--- src/rtl/axis_mac_accumulator_if.sv ---
// AXI-Stream bundle used on both sides of the MAC accumulator.
// tuser carries the beat count on the result stream and is unused on the
// product stream.
interface axis_mac_accumulator_if #(
  parameter int DATA_W = 64,
  parameter int USER_W = 1
);
  logic [DATA_W-1:0] tdata;
  logic [USER_W-1:0] tuser;
  logic              tlast;
  logic              tvalid;
  logic              tready;

  modport master (output tdata, tuser, tlast, tvalid, input  tready);
  modport slave  (input  tdata, tuser, tlast, tvalid, output tready);
endinterface

--- src/rtl/axis_mac_accumulator.sv ---
// Frame accumulator behind the AXIS multiplier: sums signed products until
// tlast, then emits one result beat carrying the sum and the beat count.
// Optional macro ACC_SAT_EN: clamp the result to the OUT_W signed range
// instead of passing the low OUT_W bits through.
module axis_mac_accumulator #(
  parameter int IN_W  = 64,
  parameter int ACC_W = 80,
  parameter int OUT_W = 64,
  parameter int CNT_W = 16
) (
  input  logic                           clk,
  input  logic                           rst_n,
  axis_mac_accumulator_if.slave          s_axis,
  axis_mac_accumulator_if.master         m_axis,
  output logic                           ovf
);

  typedef enum logic {ACCUM, HOLD} state_e;

  state_e                  state_q, state_d;
  logic signed [ACC_W-1:0] acc_q, acc_d;
  logic [CNT_W-1:0]        cnt_q, cnt_d;
  logic                    fovf_q, fovf_d;   // ACC_W wrap seen in this frame
  logic [OUT_W-1:0]        dat_q, dat_d;
  logic [CNT_W-1:0]        usr_q, usr_d;
  logic                    ovf_q, ovf_d;

  logic                    m_valid, s_ready, in_fire;
  logic signed [ACC_W-1:0] in_ext, sum;
  logic                    wrap, fits;
  logic [CNT_W-1:0]        cnt_inc;
  logic [OUT_W-1:0]        out_val;

`ifdef ACC_SAT_EN
  localparam logic [OUT_W-1:0] OUT_MAX = {1'b0, {(OUT_W-1){1'b1}}};
  localparam logic [OUT_W-1:0] OUT_MIN = {1'b1, {(OUT_W-1){1'b0}}};
`endif

  assign m_valid = (state_q == HOLD);
  // An unaccepted result blocks new input so it cannot be overwritten.
  assign s_ready = rst_n && !(m_valid && !m_axis.tready);
  assign in_fire = s_axis.tvalid && s_ready;

  assign s_axis.tready = s_ready;
  assign m_axis.tvalid = m_valid;
  assign m_axis.tlast  = m_valid;
  assign m_axis.tdata  = dat_q;
  assign m_axis.tuser  = usr_q;
  assign ovf           = ovf_q;

  // Running sum, wrap detection, OUT_W range check and result formatting.
  always_comb begin
    in_ext  = ACC_W'($signed(s_axis.tdata));
    sum     = acc_q + in_ext;
    wrap    = (acc_q[ACC_W-1] == in_ext[ACC_W-1]) && (sum[ACC_W-1] != acc_q[ACC_W-1]);
    fits    = (sum == ACC_W'($signed(sum[OUT_W-1:0])));
    cnt_inc = (&cnt_q) ? cnt_q : cnt_q + 1'b1;
`ifdef ACC_SAT_EN
    out_val = fits ? sum[OUT_W-1:0] : (sum[ACC_W-1] ? OUT_MIN : OUT_MAX);
`else
    out_val = sum[OUT_W-1:0];
`endif
  end

  // Next state and datapath: accumulate, close the frame on tlast.
  always_comb begin
    state_d = state_q;
    acc_d   = acc_q;
    cnt_d   = cnt_q;
    fovf_d  = fovf_q;
    dat_d   = dat_q;
    usr_d   = usr_q;
    ovf_d   = ovf_q;

    case (state_q)
      ACCUM:   if (in_fire && s_axis.tlast) state_d = HOLD;
      HOLD:    if (m_axis.tready) state_d = (in_fire && s_axis.tlast) ? HOLD : ACCUM;
      default: state_d = ACCUM;
    endcase

    if (in_fire) begin
      if (s_axis.tlast) begin
        dat_d  = out_val;
        usr_d  = cnt_inc;
        ovf_d  = fovf_q | wrap | !fits;
        acc_d  = '0;
        cnt_d  = '0;
        fovf_d = 1'b0;
      end else begin
        acc_d  = sum;
        cnt_d  = cnt_inc;
        fovf_d = fovf_q | wrap;
      end
    end
  end

  // State and data registers; reset drops any partial frame and pending result.
  always_ff @(posedge clk or negedge rst_n) begin
    if (!rst_n) begin
      state_q <= ACCUM;
      acc_q   <= '0;
      cnt_q   <= '0;
      fovf_q  <= 1'b0;
      dat_q   <= '0;
      usr_q   <= '0;
      ovf_q   <= 1'b0;
    end else begin
      state_q <= state_d;
      acc_q   <= acc_d;
      cnt_q   <= cnt_d;
      fovf_q  <= fovf_d;
      dat_q   <= dat_d;
      usr_q   <= usr_d;
      ovf_q   <= ovf_d;
    end
  end

endmodule

--- src/flat_wrapper.sv ---
// flat-port wrapper written by rule: the top's interface ports become plain ports
module axis_mac_accumulator_flat 
#(
  parameter int IN_W  = 64,
  parameter int ACC_W = 80,
  parameter int OUT_W = 64,
  parameter int CNT_W = 16
)
  (clk, rst_n, ovf, s_axis_tdata, s_axis_tuser, s_axis_tlast, s_axis_tvalid, s_axis_tready, m_axis_tdata, m_axis_tuser, m_axis_tlast, m_axis_tvalid, m_axis_tready);
  axis_mac_accumulator_if #(.DATA_W(64), .USER_W(1)) s_axis_i ();
  axis_mac_accumulator_if #(.DATA_W(64), .USER_W(16)) m_axis_i ();
  input  logic clk;
  input  logic rst_n;
  output logic ovf;
  input wire logic [$bits(s_axis_i.tdata)-1:0] s_axis_tdata;
  input wire logic [$bits(s_axis_i.tuser)-1:0] s_axis_tuser;
  input wire logic [$bits(s_axis_i.tlast)-1:0] s_axis_tlast;
  input wire logic [$bits(s_axis_i.tvalid)-1:0] s_axis_tvalid;
  output wire logic [$bits(s_axis_i.tready)-1:0] s_axis_tready;
  output wire logic [$bits(m_axis_i.tdata)-1:0] m_axis_tdata;
  output wire logic [$bits(m_axis_i.tuser)-1:0] m_axis_tuser;
  output wire logic [$bits(m_axis_i.tlast)-1:0] m_axis_tlast;
  output wire logic [$bits(m_axis_i.tvalid)-1:0] m_axis_tvalid;
  input wire logic [$bits(m_axis_i.tready)-1:0] m_axis_tready;
  assign s_axis_i.tdata = s_axis_tdata;
  assign s_axis_i.tuser = s_axis_tuser;
  assign s_axis_i.tlast = s_axis_tlast;
  assign s_axis_i.tvalid = s_axis_tvalid;
  assign s_axis_tready = s_axis_i.tready;
  assign m_axis_tdata = m_axis_i.tdata;
  assign m_axis_tuser = m_axis_i.tuser;
  assign m_axis_tlast = m_axis_i.tlast;
  assign m_axis_tvalid = m_axis_i.tvalid;
  assign m_axis_i.tready = m_axis_tready;
  axis_mac_accumulator #(.IN_W(IN_W), .ACC_W(ACC_W), .OUT_W(OUT_W), .CNT_W(CNT_W)) u_core (.clk(clk), .rst_n(rst_n), .s_axis(s_axis_i), .m_axis(m_axis_i), .ovf(ovf));
endmodule
--- config.mk ---
export PLATFORM = sky130hd
export DESIGN_NAME = axis_mac_accumulator_flat
export DESIGN_NICKNAME = d
export VERILOG_FILES = /design/src/rtl/axis_mac_accumulator_if.sv /design/src/rtl/axis_mac_accumulator.sv /design/src/flat_wrapper.sv
export SDC_FILE = /design/constraint.sdc
export NUM_CORES = 1
export LEC_CHECK = 0
export BUFFER_PORTS_ARGS = -buffer_cell sky130_fd_sc_hd__buf_2
export CAP_MARGIN = 30
export CELL_PAD_IN_SITES_DETAIL_PLACEMENT = 1
export CELL_PAD_IN_SITES_GLOBAL_PLACEMENT = 1
export CORE_UTILIZATION = 40
export DETAILED_ROUTE_END_ITERATION = 7
export PLACE_DENSITY = 0.81
export SYNTH_ARGS = -nofsm -noshare
export SYNTH_HDL_FRONTEND = slang
export SYNTH_SLANG_ARGS = --single-unit
--- constraint.sdc ---
create_clock -name clk -period 3 [get_ports clk]
set_input_delay 0.3 -clock clk [delete_from_list [all_inputs] [get_ports clk]]
set_output_delay 0.3 -clock clk [all_outputs]
set_load 0.01 [all_outputs]
== Word level (Yosys, flattened, before mapping) ==
Cells that the tools add are included.

* Bitwise gates (word level): 3
* Reductions and logical operators: 10
* Add/sub/neg operators: 2
* Multiplexer cells: 7
* Equal/unequal tests: 3

{| class="wikitable"
|+ Operator list
! operator !! count
|-
| 80-bit by 64-bit adder with 80-bit output || 1
|-
| 80-bit 2-to-1 mux || 1
|-
| 16-bit 2-to-1 mux || 2
|-
| 16-bit by 1-bit adder with 16-bit output, second input constant || 1
|-
| 16-bit by 1-bit == test with 1-bit output || 1
|-
| 16-bit AND reduction || 1
|-
| 1-bit logical AND || 5
|-
| 1-bit logical NOT || 3
|-
| 1-bit 2-to-1 mux || 3
|-
| 1-bit OR || 2
|-
| 1-bit one-hot mux with 2 select lines || 1
|-
| 2-bit AND reduction || 1
|-
| 1-bit == test || 1
|-
| 1-bit != test || 1
|-
| 1-bit inverter || 1
|}

* Bits in registers: 179
* Bits of input ports: 70
* Output and inout port bits: 84
* Word-level logic and storage cells: 32

== Longest topological paths before layout ==
Gate-level depths: netlist of the first run.

* Word-level depth: 9
* Mapped depth: 15
* Gate-level depth less buffers: 15

== Least setup slack after synthesis of the first run ==
No wires, ideal clock.

* Path kind: flip-flop to flip-flop
* Start point: reg u_core.acc_q[0]
* End point: reg u_core.ovf_q, in the netlist u_core.ovf
* Library setup time: 0.121 ns
* Required time: 2.879 ns
* Data arrival time: 3.098 ns
* Clock period less this slack: 3.219 ns
* Slack: -0.219 ns
* Buffers on the path: 0
* Stages on the path, launching flop included: 16
* Path through: dfrtp_1 > ha_1 > inv_1 > fa_1 > nand2b_1 > a21o_1 > a21oi_1 > o31ai_2 > and2b_4 > o41ai_4 > xnor2_1 > nor2_1 > or4b_1 > nor4_2 > mux2i_1 > o22a_1

* Longest elaborated chain between the ends: 5
* Elaborated cells between the ends (all ways): 7
* Classes of those cells: add/sub: 1; eq/ne: 2; bitwise: 2; reduce/logical: 2

{| class="wikitable"
|+ RTL lines
! item !! line !! text
|-
| from (decl) || axis_mac_accumulator.sv:21 || <nowiki>logic signed [ACC_W-1:0] acc_q, acc_d;</nowiki>
|-
| from (signal assigned) || axis_mac_accumulator.sv:101 || <nowiki>acc_q <= '0;</nowiki>
|-
| from (signal assigned) || axis_mac_accumulator.sv:109 || <nowiki>acc_q <= acc_d;</nowiki>
|-
| 80-bit by 64-bit adder with 80-bit output (*) || axis_mac_accumulator.sv:54 || <nowiki>sum = acc_q + in_ext;</nowiki>
|-
| parallel branches: the longest is 3 deep, another holds 16-bit by 1-bit == test with 1-bit output || -- ||
|-
| 1-bit OR (*) || axis_mac_accumulator.sv:85 || <nowiki>ovf_d = fovf_q | wrap | !fits;</nowiki>
|-
| to (signal assigned) || axis_mac_accumulator.sv:114 || <nowiki>ovf_q <= ovf_d;</nowiki>
|-
| to (decl) || axis_mac_accumulator.sv:26 || <nowiki>logic ovf_q, ovf_d;</nowiki>
|}

Every way passes the cells marked *.
A chain may end at the register's enable or synchronous reset.

== Worst setup path after layout of the first run ==
* Start point: reg u_core.acc_q[51]
* End point: reg u_core.ovf_q, in the netlist u_core.ovf

The elaborated chain is that of the path after synthesis.

==> summary.log, run 1 <==
qor: timing.final_hold_violating_endpoints 0
qor: clock_tree.clock_path_buffers 2
qor: synth.post_synth.cell_area_avg 8.37 µm²
qor: global_route.grt_antenna_before_repair 2
qor: power_and_ir_drop.total_leakage_power 0.00894 µW
qor: floorplanning.fp-row-count 63
qor: synth.yosys_register_bits 179
qor: setup_path.crit_fanout 6
qor: setup_path.timing.reg2reg.setup_slack -1.37 ns
qor: synth.yosys_most_used_dff dfrtp_1
qor: status.run_status finished, violations left
qor: timing.min_period 4.37 ns
qor: clock_tree.h-tree-depth 4
qor: floorplanning.fp.coreArea 30000 µm²
qor: flow_run.timing.max_cap.violations 0
qor: place.routability_congestion_estimate 0.937
qor: synth.yosysWarningCount 0
qor: route.drc_errors 0
qor: clock_tree.worst_setup_hold_path_clk_slew 0.08 ns
qor: global_route.grt_pass1_wl 87.9 mm
qor: final_layout.post_synthesis_to_final_layout_area_growth 53.1%
qor: min_path.worst_hold_startpoint m_axis_tready
qor: min_path.hp-class in -> reg
qor: clock_tree.clkSinkCount 179
qor: synth.synthTopCellsByArea dfrtp_1, nand2_1, ha_1
qor: clock_tree.clock_tree_from_tritoncts yes
qor: setup_path.startpoint_type flip-flop
qor: floorplanning.initial_standard_cell_utilization_of_the_core 0.411
qor: route.drt_wl_total 67.4 mm
qor: timing.clock.fmax 229 MHz
qor: final_layout.fillCellCount 3420
qor: min_path.min_delay_path_depth 3
qor: final_layout.final_net_count 2129
qor: synth.synth_largest_area_cell dfrtp_1
qor: floorplanning.io_pins 154
qor: synth.synth_cell_type_count 91
qor: place.place_ws -0.681 ns
qor: final_layout.seqCellArea 4480 µm²
qor: synth.yosysTopAreaCellShare 0.364
qor: place.hpwlAfterDp 37.6 mm
qor: timing.setup-violations-final 79
qor: setup_path.endpoint_of_the_most_critical_register_to_register_path u_core.ovf
qor: synth.async_sr_flop_fraction 1.00
qor: timing.setup_total_negative_slack -23.50 ns
qor: setup_path.critical_path_start_end_classification reg -> reg
qor: floorplanning.die_h 177 µm
qor: synth.synth.net_count 1622
qor: timing.grt_setup_unrepaired yes
qor: final_layout.final_cell_area 18800 µm²
qor: global_route.grt.total_usage 0.364
qor: setup_path.worst_r2r_path_depth 14
qor: synth.synth-edff-count 0
qor: timing.fin_crit_sh 1.46
qor: clock_tree.clock_tree.root_cell clkbuf_16
qor: setup_path.crit_required 3.38 ns
qor: route.drtAntennaViolNets 0
qor: floorplanning.fp.dieW 177 µm
qor: clock_tree.worst_skew_pair.late_latency 0.49 ns
qor: synth.most_frequent_cell_after_synthesis nand2_1
qor: global_route.grt_pass1_vias 15.7k
qor: power_and_ir_drop.cellPowerDensity 1200 nW/µm²
qor: timing.slew_headroom 0.169
qor: synth.synth_seq_area_share 0.364
qor: timing.finClkSkew 0.0171 ns
qor: place.placedInstanceArea 16000 µm²
qor: global_route.grt_max_degree 105
qor: power_and_ir_drop.peakVddDrop 648 µV
qor: route.wl_per_cell 28.3 µm
qor: timing.fin_worst_hold_slack 0.0977 ns
qor: status.violations setup timing
qor: timing.report.final.slew_viol_count 0
qor: global_route.overflow 0
qor: timing.worst_slew_pin_slew 1.24 ns
qor: timing.fin_ws -1.37 ns
qor: setup_path.crit_path_end_kind flip-flop
qor: setup_path.critPathArrivalTime 4.75 ns
qor: route.routed-via-count 15.3k
qor: floorplanning.die-area 31500 µm²
qor: synth.synth_common_cells nand2_1, dfrtp_1, o21ai_0
qor: final_layout.antenna-diode-count 0
qor: synth.syn-cell-area 12300 µm²
qor: synth.netlist_instances 1471
qor: final_layout.layout-drive-gt1-share 0.434
qor: min_path.worst_hold_path.endpoint u_core.m_axis.tlast
qor: clock_tree.cts_buffers 17
qor: route.initialDrtViolationCount 1305
qor: route.viasPerCell 6.44
qor: place.io_buffer_count 152
qor: route.detail_route.first_pass.iterations 5
qor: final_layout.multi_input_comb_area 9050 µm²
qor: setup_path.reg2reg_start u_core.acc_q[51]
## cell type report
type,instances,share of cell area
clock buffers,17,0.0226
clock inverters,14,0.0107
inverters,31,0.00618
multi-input cells,1175,0.480
flip-flops and latches,179,0.238
well taps,390,0.0259
repair buffers,574,0.217
## layout by cell type, fill, tap and decap left out, drive strengths merged, types with 24 or more instances in the layout
master	Yosys	final
xor2	44	44
nand3	30	30
xnor2	43	43
nand4	40	40
dfrtp	179	179
buf	30	572
a21o	24	24
inv	31	35
a22o	47	47
nand2	294	294
nor2	77	77
o21ai	159	159
a21oi	122	122
ha	80	80
## per-stage QoR
step | std cells | util | total power, µW
after CTS | 2360 | 0.598 | 19400
after detailed placement | 2299 | 0.535 | 15400
after global routing | 2380 | 0.629 | 23300
after floorplan | 1471 | - | 9690
after global placement | 2299 | 0.535 | 14900
final | 2380 | 0.629 | 22500
## report_power, final
group	total (µW)	leakage, µW	switching [µW]	internal (µW)
sequential	4180	0.00231	837	3350
clock	2570	0.000301	1170	1400
combinational	15800	0.00633	8780	6980
## per-layer routing
metal	up-vias	GRT usage	routed length, µm
met4	4	0.198	5150
met3	439	0.0615	5450
li1	6283	-	-
met2	980	0.651	32700
met5	-	0	27
met1	7623	0.411	24000
## worst max path at each step
stage | slack, ns | cells after the start | from | end
after global placement | -0.52 | 16 | s_axis_tdata[63] | u_core.ovf
final | -1.37 | 14 | u_core.acc_q[51] | u_core.ovf
after global routing | -1.52 | 14 | u_core.acc_q[45] | u_core.ovf
after floorplan | -0.09 | 15 | u_core.acc_q[0] | u_core.ovf
after CTS | -0.38 | 13 | u_core.acc_q[49] | u_core.ovf
after detailed placement | -0.68 | 16 | s_axis_tdata[11] | u_core.ovf
## kinds of logic (layout without fill, tap and decap cells)
kind of cell               after synthesis  in the layout  share of synthesized area
AOI/OAI and AO/OA                      471            471                      0.247
and+or+nand+nor                        528            528                      0.195
adders and majority gates               81             81                     0.0830
xor gates and xnor gates                87             87                     0.0625
DFF                                    179            179                      0.364
muxes                                    8              8                    0.00681
buffers and inverters                  117            636                     0.0425
## flip-flops by register name (all words and copies together) (netlist names)
register,count
u_core.acc_q,80
u_core.cnt_q,16
u_core.fovf_q,1
u_core.m_axis.tdata,64
u_core.m_axis.tlast,1
u_core.m_axis.tuser,16
u_core.ovf,1
## repair_timing
| item | CTS | global route |
|---|---|---|
| gates resized for setup | 195 | 164 |
| cloned | 0 | 0 |
| pin swaps | 48 | 62 |
| endpoints found under the hold margin | 19 | 0 |
| hold buffers | 1 | 0 |
| buffers inserted | 30 | 25 |
| endpoints found under the setup margin | 55 | 80 |
## critical path: stages, from the launching register on
cell	delay, ns
dfrtp_1	0.47
ha_4	0.29
a21oi_1	0.27
o21ai_0	0.29
a21oi_1	0.70
o21ai_1	0.24
a221oi_2	0.33
buf_4	0.19
o41ai_4	0.09
xnor2_1	0.20
nor2_1	0.18
or4b_4	0.49
nor4_4	0.21
mux2i_1	0.12
o22a_1	0.18
No activity file was read; power rests on OpenSTA's default activity.
==> inputs of run 2 (changes only) <==
CORE_ASPECT_RATIO = 0.8   (was not set)
CORE_MARGIN = 1.5   (was not set)
==> summary.log, run 2 (synthesis results as in run 1) <==
qor: global_route.overflow 0 [unchanged]
qor: clock_tree.worst_skew_pair.late_latency 0.46 ns [-0.03 ns]
qor: floorplanning.die_h 160 µm [-9.9%]
qor: setup_path.reg2reg_start u_core.acc_q[47]
qor: setup_path.timing.reg2reg.setup_slack -0.82 ns [+0.55 ns]
qor: power_and_ir_drop.cell_internal_pwr 11700 µW [about the same]
qor: place.io_buffer_count 152 [unchanged]
qor: power_and_ir_drop.p_switching 10300 µW [-4.1%]
qor: status.run_status finished, violations left
qor: final_layout.final_net_count 2149 [+0.94%]
qor: setup_path.crit_required 3.35 ns [-0.03 ns]
qor: global_route.grt_max_degree 94 [-10%]
qor: route.drt_wl_total 62.9 mm [-6.6%]
qor: timing.worst_slew_pin_slew 0.788 ns [-0.449 ns]
qor: timing.clock.fmax 262 MHz [+14%]
qor: timing.grt_setup_unrepaired yes
qor: setup_path.crit_fanout 8 [+2]
qor: status.violations setup timing
qor: setup_path.crit_path_end_kind flip-flop
qor: clock_tree.cts_buffers 17 [unchanged]
qor: floorplanning.die-area 31800 µm² [+1.2%]
qor: min_path.min_delay_path_depth 4 [+1]
qor: min_path.worst_hold_path.endpoint u_core.m_axis.tdata[0]
qor: route.viasPerCell 6.15 [-4.5%]
qor: setup_path.worst_r2r_path_depth 15 [+1]
qor: setup_path.critical_path_start_end_classification reg -> reg
qor: power_and_ir_drop.peakVddDrop 577 µV [-11%]
qor: place.hpwlAfterDp 37.0 mm [-1.6%]
qor: timing.fin_ws -0.822 ns [+0.547 ns]
qor: timing.slew_headroom 0.475 [+0.306]
qor: floorplanning.io_pins 154 [unchanged]
qor: floorplanning.fp.dieW 199 µm [+12%]
qor: route.wl_per_cell 26.0 µm [-8.3%]
qor: route.drtAntennaViolNets 0 [unchanged]
qor: timing.min_period 3.82 ns [-0.547 ns]
qor: timing.fin_crit_sh 1.27 [-0.182]
qor: min_path.worst_hold_startpoint s_axis_tdata[0]
qor: clock_tree.clkSinkCount 179 [unchanged]
qor: final_layout.post_synthesis_to_final_layout_area_growth 53.3% [about the same]
qor: timing.setup-violations-final 66 [-16%]
qor: timing.report.final.slew_viol_count 0 [unchanged]
qor: setup_path.startpoint_type flip-flop
qor: timing.final_hold_violating_endpoints 0 [unchanged]
qor: min_path.hp-class in -> reg
qor: power_and_ir_drop.part_of_the_power_in_combinational_logic 0.706 [+0.006]
qor: clock_tree.h-tree-depth 4 [unchanged]
qor: final_layout.register_with_the_most_flip_flops u_core.acc_q
qor: flow_run.timing.max_cap.violations 0 [unchanged]
qor: final_layout.fillCellCount 3489 [+2.0%]
qor: place.routability_congestion_estimate 0.975 [+4.0%]
qor: floorplanning.initial_standard_cell_utilization_of_the_core 0.406 [-0.00483]
qor: route.routed-via-count 14.9k [-2.7%]
qor: route.detail_route.first_pass.iterations 6 [+1]
qor: setup_path.endpoint_of_the_most_critical_register_to_register_path u_core.ovf
qor: global_route.grt_antenna_before_repair 0 [-2]
qor: clock_tree.clock_tree.root_cell clkbuf_16
qor: floorplanning.fp.coreArea 30300 µm² [+1.2%]
qor: power_and_ir_drop.power_share_of_the_sequential_group 0.186 [about the same]
qor: final_layout.commonest_non_fill_non_tap_cell_in_the_layout buf_4
qor: power_and_ir_drop.total_leakage_power 0.00897 µW [+0.26%]
qor: route.drc_errors 0 [unchanged]
qor: place.placedInstanceArea 16100 µm² [+0.62%]
qor: global_route.grt.total_usage 0.351 [-0.0135]
qor: power_and_ir_drop.relative_contribution_of_the_clock_network_to_total_power 0.108 [-0.006]
qor: clock_tree.worst_setup_hold_path_clk_slew 0.08 ns [about the same]
qor: floorplanning.fp-row-count 57 [-9.5%]
qor: final_layout.largest_register_ff_count 80 [unchanged]
qor: timing.fin_worst_hold_slack 0.235 ns [+0.138 ns]
qor: final_layout.antenna-diode-count 0 [unchanged]
qor: timing.finClkSkew 0.0157 ns [-0.00140 ns]
qor: clock_tree.clock_path_buffers 2 [unchanged]
qor: power_and_ir_drop.cellPowerDensity 1170 nW/µm² [-2.1%]
qor: setup_path.critPathArrivalTime 4.18 ns [-0.57 ns]
qor: final_layout.final_cell_area 18900 µm² [about the same]
qor: power_and_ir_drop.switching_share 0.469 [-0.0103]
qor: clock_tree.clock_tree_from_tritoncts yes
qor: route.initialDrtViolationCount 990 [-24%]
qor: global_route.grt_pass1_vias 15.7k [-0.15%]
qor: final_layout.final_cell_mix buf_4, nand2_1, dfrtp_1
qor: final_layout.layout-drive-gt1-share 0.429 [-0.00503]
qor: global_route.grt_pass1_wl 87.0 mm [-1.1%]
==> run 2: changes by cell type in the layout (fill, tap and decap cells not counted), moves of 4 or more <==
cell | before | now
xor2_1 | 33 | 28
a21oi_1 | 69 | 77
o21ai_2 | 20 | 14
ha_1 | 34 | 42
ha_4 | 36 | 28
nor2_1 | 63 | 68
buf_6 | 24 | 36
a21oi_2 | 44 | 36
xnor2_2 | 11 | 15
buf_4 | 393 | 403
==> run 2: routing by layer <==
| metal | share of wire | up-vias | GRT usage |
|---|---|---|---|
| met1 | 0.38 | 7445 | 0.417 |
| met4 | 0.070 | 0 | 0.166 |
| li1 | - | 6314 | - |
| met5 | 0 | - | 0 |
| met2 | 0.49 | 802 | 0.612 |
| met3 | 0.059 | 356 | 0.0600 |
==> run 2: per-stage QoR <==
step	util	setup WS, ns	setup TNS (ns)	power, µW	std cells
4_1_cts	0.593	-0.471	-4.51	19600	2404
2_1_floorplan	-	-0.0891	-0.0891	9690	1471
3_3_place_gp	0.532	-0.761	-13.01	15000	2333
3_5_place_dp	0.532	-0.921	-16.63	15500	2333
5_1_grt	0.622	-0.913	-21.79	22900	2424
6_report	0.622	-0.822	-17.10	22100	2424
==> run 2: how the worst max path moves through the flow <==
stage                      from         end  slack, ns  depth (start not counted)
2_1_floorplan   u_core.acc_q[0]  u_core.ovf      -0.09                         15
3_3_place_gp    s_axis_tdata[6]  u_core.ovf      -0.76                         14
3_5_place_dp    s_axis_tdata[6]  u_core.ovf      -0.92                         14
4_1_cts         u_core.acc_q[0]  u_core.ovf      -0.47                         16
5_1_grt        u_core.acc_q[47]  u_core.ovf      -0.91                         15
6_report       u_core.acc_q[47]  u_core.ovf      -0.82                         15
==> run 2: cell type report <==
| class | instances | area, µm² | share of cell area |
|---|---|---|---|
| timing repair buffer | 594 | 4250 | 0.225 |
| tap | 413 | 517 | 0.0274 |
| inverter | 31 | 116 | 0.00617 |
| clock buffer | 19 | 443 | 0.0235 |
| multi-input combinational | 1175 | 8920 | 0.473 |
| sequential | 179 | 4480 | 0.237 |
| clock inverter | 13 | 136 | 0.00723 |
==> run 2: what timing repair did <==
action	in CTS	in global routing
hold endpoints to repair	21	0
endpoints found under the setup margin	66	71
hold buffers	1	0
pin swaps	72	74
resized for setup	189	154
buffers inserted	40	25
==> run 2: power groups by stage <==
stage          registers (µW)  clock network [µW]  logic, µW
6_report                 4100                2390      15600
5_1_grt                  4170                2480      16300
4_1_cts                  3990                2380      13200
3_5_place_dp             3960                   0      11500
3_3_place_gp             3890                   0      11100
2_1_floorplan            4030                   0       5660
==> run 2: critical path, stage by stage (launching register included) <==
cell and delay (ns):
dfrtp_1 0.43, ha_1 0.34, buf_4 0.20, nand2_1 0.11, nor2_1 0.26, nand2_1 0.18
nor3_1 0.25, buf_4 0.22, nand3_2 0.20, and4_4 0.25, nor3_4 0.35, nor4b_2 0.27
and4_1 0.22, and4b_1 0.20, a32oi_1 0.06, o22a_1 0.17
